### src/rtl/uart_pkg.sv
// rtl/uart_pkg.sv - shared UART byte/word constants and receive FSM state type
package uart_pkg;
  localparam int UART_BYTE_W     = 8;
  localparam int UART_WORD_BYTES = 8;

  typedef enum logic [1:0] {RX_IDLE, RX_COLLECT, RX_DONE} rx_state_t;
endpackage

### src/rtl/uart_gap_timer.sv
// rtl/uart_gap_timer.sv - saturating idle counter that pulses expire after GAP_TIMEOUT quiet cycles
module uart_gap_timer #(
  parameter int GAP_TIMEOUT = 50000,
  parameter int CNT_W       = 16
) (
  input  logic clk,
  input  logic rst,
  input  logic clear,
  input  logic enable,
  output logic expire
);
  localparam logic [CNT_W-1:0] LIMIT = (GAP_TIMEOUT == 0) ? '0 : CNT_W'(GAP_TIMEOUT - 1);

  logic [CNT_W-1:0] cnt;

  // A timeout of zero leaves the counter running (saturated) but never expiring.
  assign expire = (GAP_TIMEOUT != 0) && enable && (cnt == LIMIT);

  always_ff @(posedge clk) begin
    if (rst || clear || expire) begin
      cnt <= '0;
    end else if (enable && (cnt != '1)) begin
      cnt <= cnt + CNT_W'(1);
    end
  end
endmodule

### src/rtl/uart_rx_pack64.sv
// rtl/uart_rx_pack64.sv - reassembles received UART bytes (LSB byte first) into words
module uart_rx_pack64
  import uart_pkg::*;
#(
  parameter int NBYTES      = UART_WORD_BYTES,
  parameter int GAP_TIMEOUT = 50000,
  parameter int CNT_W       = 16
) (
  input  logic                            clk,
  input  logic                            rst,
  input  logic [UART_BYTE_W-1:0]          byte_in,
  input  logic                            byte_valid,
  input  logic                            sync,
  output logic [UART_BYTE_W*NBYTES-1:0]   word_out,
  output logic                            word_valid,
  output logic                            busy,
  output logic                            frame_err
);
  localparam int WORD_W = UART_BYTE_W * NBYTES;
  localparam int BCNT_W = $clog2(NBYTES + 1);
  localparam logic [BCNT_W-1:0] LAST = BCNT_W'(NBYTES - 1);

  rx_state_t                  state, next_state;
  logic [BCNT_W-1:0]          byte_cnt, next_cnt;
  logic [WORD_W-1:0]          shift_q, shift_next;
  logic [WORD_W+UART_BYTE_W-1:0] shift_cat;
  logic                       load_shift, load_word, err;
  logic                       timer_en, gap_expire;

  // New bytes enter at the top so the first byte ends up in the lowest lane.
  assign shift_cat  = {byte_in, shift_q};
  assign shift_next = shift_cat[WORD_W+UART_BYTE_W-1:UART_BYTE_W];

  assign timer_en   = (state == RX_COLLECT) && !byte_valid && !sync;
  assign word_valid = (state == RX_DONE);
  assign busy       = (byte_cnt != '0);

  uart_gap_timer #(
    .GAP_TIMEOUT (GAP_TIMEOUT),
    .CNT_W       (CNT_W)
  ) u_gap_timer (
    .clk    (clk),
    .rst    (rst),
    .clear  (!timer_en),
    .enable (timer_en),
    .expire (gap_expire)
  );

  always_ff @(posedge clk) begin
    if (rst) begin
      state <= RX_IDLE;
    end else begin
      state <= next_state;
    end
  end

  always_comb begin
    next_state = state;
    next_cnt   = byte_cnt;
    load_shift = 1'b0;
    load_word  = 1'b0;
    err        = 1'b0;
    if (sync) begin
      next_state = RX_IDLE;
      next_cnt   = '0;
    end else begin
      case (state)
        RX_COLLECT: begin
          if (byte_valid) begin
            load_shift = 1'b1;
            if (byte_cnt == LAST) begin
              load_word  = 1'b1;
              next_cnt   = '0;
              next_state = RX_DONE;
            end else begin
              next_cnt = byte_cnt + BCNT_W'(1);
            end
          end else if (gap_expire) begin
            next_state = RX_IDLE;
            next_cnt   = '0;
            err        = 1'b1;
          end
        end
        default: begin
          // IDLE and DONE both accept a byte as the first of a new word.
          if (byte_valid) begin
            load_shift = 1'b1;
            if (NBYTES == 1) begin
              load_word  = 1'b1;
              next_cnt   = '0;
              next_state = RX_DONE;
            end else begin
              next_cnt   = BCNT_W'(1);
              next_state = RX_COLLECT;
            end
          end else begin
            next_state = RX_IDLE;
          end
        end
      endcase
    end
  end

  always_ff @(posedge clk) begin
    if (rst) begin
      byte_cnt  <= '0;
      shift_q   <= '0;
      word_out  <= '0;
      frame_err <= 1'b0;
    end else begin
      byte_cnt  <= next_cnt;
      frame_err <= err;
      if (load_shift) shift_q  <= shift_next;
      if (load_word)  word_out <= shift_next;
    end
  end
endmodule

### config.mk
export PLATFORM = sky130hd
export DESIGN_NAME = uart_rx_pack64
export DESIGN_NICKNAME = d
export VERILOG_FILES = /design/src/rtl/uart_pkg.sv /design/src/rtl/uart_gap_timer.sv /design/src/rtl/uart_rx_pack64.sv
export SDC_FILE = /design/constraint.sdc
export NUM_CORES = 1
export LEC_CHECK = 0
export BUFFER_PORTS_ARGS = -buffer_cell sky130_fd_sc_hd__buf_2
export CELL_PAD_IN_SITES_DETAIL_PLACEMENT = 0
export CELL_PAD_IN_SITES_GLOBAL_PLACEMENT = 1
export CORE_MARGIN = 4
export CORE_UTILIZATION = 45
export DETAILED_ROUTE_END_ITERATION = 8
export PLACE_DENSITY_LB_ADDON = 0.3
export SYNTH_ARGS = -nofsm -noshare
export SYNTH_HDL_FRONTEND = slang
export SYNTH_SLANG_ARGS = --single-unit
### constraint.sdc
create_clock -name clk -period 4.5 [get_ports clk]
set_input_delay 0.9 -clock clk [delete_from_list [all_inputs] [get_ports clk]]
set_output_delay 0.9 -clock clk [all_outputs]
set_load 0.02 [all_outputs]
==> metrics.cfg <==
[outcome]
status = complete, no violations

[yosys]
ys_types = 43
synth_nets = 688
synthFlopType = dfxtp_1
synth_seq_area_share_pct = 53.1
syn_inst = 673
synth_top_area_share_pct = 53.1
ys_ff_latch = 143
synth-async-reset-ratio_pct = 0
yosys-top-cells-area = dfxtp_1 53%, nand2_1 17%, a21oi_1 12%
syn_avg_cell_area_sq_um = 8.01
syn-cell-area_sq_um = 5390
synth_top_cell_by_area = dfxtp_1
synth_edf_count = 0
yosysWarningCount = 0

[worst_hold_path]
holdPathEnd = word_out[4]$_SDFFE_PP0P_
min_path_cells = 2
hold_start = word_out[4]$_SDFFE_PP0P_
hold_class = flip-flop to flip-flop

[cts]
holdBufCountCts = 0
htreeDepth = 4
clock_latency_ps = 410
cts-resized-gates = 0
clock-sinks = 143
numCtsBuffers = 17
cts.path.max_buffers = 2
cts_tree = done
path_clk_slew_ps = 60
cts-root-buf = clkbuf_16
post-cts-setup-buffers = 0

[worst_setup_path]
arrival_ps = 2750
required_ps = 4770
critical-path-max-stage-delay_ps = 710
regToRegSetupSlack_ps = 2020
regToRegStartpoint = u_gap_timer.cnt[0]$_SDFFE_PP0P_
cp_top_family = simple AND/OR/NAND/NOR gates
path_class = flip-flop to flip-flop
slowest_stage = nand4_1
cp_max_fo = 23
crit_cells = 5
reg2reg_to = byte_cnt[2]$_SDFFE_PP0P_
r2r_cells = 5
end_kind = flip-flop
critical_path.cell_chain = ha_1 > and3_1 > nand4_1 > o21ai_0 > a311oi_1
worstSetupStartpointType = flip-flop
cp_num_buf_inv = 0

[drt]
detail-route-antenna-nets = 0
drt_pass1_iterations = 4
drtIter0Drc = 307
finalWirelength_mm = 12.4
num_vias = 4686
vias_per_cell = 5.29
drc = 0
wl_per_cell_um = 14.0

[cells_and_area]
layoutNonFillerInstCount = 885
final_common_cell = nand2_1
drive_above_1_share_pct = 16.9
syn_to_final_growth_pct = 20.5
postLayoutCoreUtil_pct = 56.2
fin_nets = 743
final_cell_mix = 250 x nand2_1, 143 x dfxtp_1, 134 x a21oi_1

[global_route]
gr-total-overflow = 0
grt_max_degree = 66
grt_antenna_before_repair = 1
track_usage_pct = 18.6
grt_pass1_vias = 4447
grt_pass1_wl_mm = 21.5

[timing]
fin_skew_ps = 5.65
hold_viol = 0
setup_ws_ps = 2020
finalCritPeriodShare_pct = 55.0
finalSetupViolCount = 0
max_freq_mhz = 404
rsz0062_at_grt = no
fin_tns_setup_ps = 0
period_needed_ps = 2480
maxSlewHeadroom_pct = 22.9
drv_slew = 0
worst_slew_pin_slew_ps = 1160

[power]
power_density_nw_per_um2 = 447
power_mw = 2.90
p_leak_nw = 2.34
irDropWorstVdd_mv = 0.355

[place]
hpwlAfterDp_mm = 7.93
dp_cells = 852
place_ws_ps = 1730
port_buffers = 78
gp_congestion = 0.817

[die]
design.core.area_sq_um = 11600
rows = 39
dieArea_sq_um = 13800
ioPinCount = 79
initial_core_util_pct = 46.6
die_h_um = 117
die_x_um = 117

[run]
maxCapViolCount = 0

==> cell families (layout without fill, tap and decap cells) <==
logic type | count (synthesis) | count (layout) | share of synthesized area [%]
AOI/OAI and AO/OA | 156 | 156 | 15.4
DFF | 143 | 143 | 53.1
adders and majority gates | 3 | 3 | 0.696
buffers and inverters | 49 | 117 | 3.64
and+or+nand+nor | 314 | 314 | 25.7
muxes | 8 | 8 | 1.48
other | 0 | 1 | 0
==> metrics by stage <==
step / hold WS [ps] / instance area, sq um
after detailed placement: 446 / 5820
after floorplan: 432 / 5390
after CTS: 454 / 6500
final: 451 / 6500
after global placement: 439 / 5820
after global routing: 463 / 6500
==> routing by layer <==
layer	global-route usage [%]	vias to the layer above	wire [um]
met4	7.47	0	257
met3	5.24	21	588
met1	23.5	2198	5630
li1	-	2374	-
met5	0	-	0
met2	30.1	93	5950
==> final cells by class <==
class,count,area [sq um]
diodes,1,2.50
multi-input cells,481,2350
inverters,3,11.3
fillers,1101,5060
flip-flops and latches,143,2860
well taps,143,179
clock inverters,10,180
clock buffers,22,494
repair buffers,82,423
==> report_power, final <==
group | switching, mW | total (mW) | internal (mW)
Clock | 0.510 | 1.56 | 1.05
Sequential | 0.00488 | 1.28 | 1.27
Combinational | 0.0480 | 0.0614 | 0.0134
Total | 0.563 | 2.90 | 2.34
==> cells in the mapped netlist, types with 4 or more instances <==
cell and number:
buf_2 4, dfxtp_1 143, o31ai_1 5, nand4_1 4, nand3b_1 9, clkbuf_1 41
mux2i_1 8, nor2_1 5, nand3_1 16, and4_1 4, nand2_1 250, o21ai_0 4
or3_1 4, a21oi_1 134
==> worst min-delay path, cell delays in order, from the launching register on <==
cell	delay, ps
dfxtp_1	300
nand2_1	50
a21oi_1	50
==> worst max path at each step <==
stage	startpoint	to
final	u_gap_timer.cnt[0]$_SDFFE_PP0P_	byte_cnt[2]$_SDFFE_PP0P_
after global routing	u_gap_timer.cnt[0]$_SDFFE_PP0P_	byte_cnt[2]$_SDFFE_PP0P_
after CTS	u_gap_timer.cnt[0]$_SDFFE_PP0P_	byte_cnt[2]$_SDFFE_PP0P_
after detailed placement	byte_valid	word_out[37]$_SDFFE_PP0P_
after global placement	byte_valid	word_out[16]$_SDFFE_PP0P_
after floorplan	sync	u_gap_timer.cnt[9]$_SDFFE_PP0P_
==> state kept, by name, indices dropped and copies added (netlist names) <==
| name | flops |
|---|---|
| byte_cnt | 4 |
| word_out | 64 |
| state | 2 |
| shift_q | 56 |
| u_gap_timer.cnt | 16 |
| frame_err | 1 |
(Power assumes the default switching activity.)
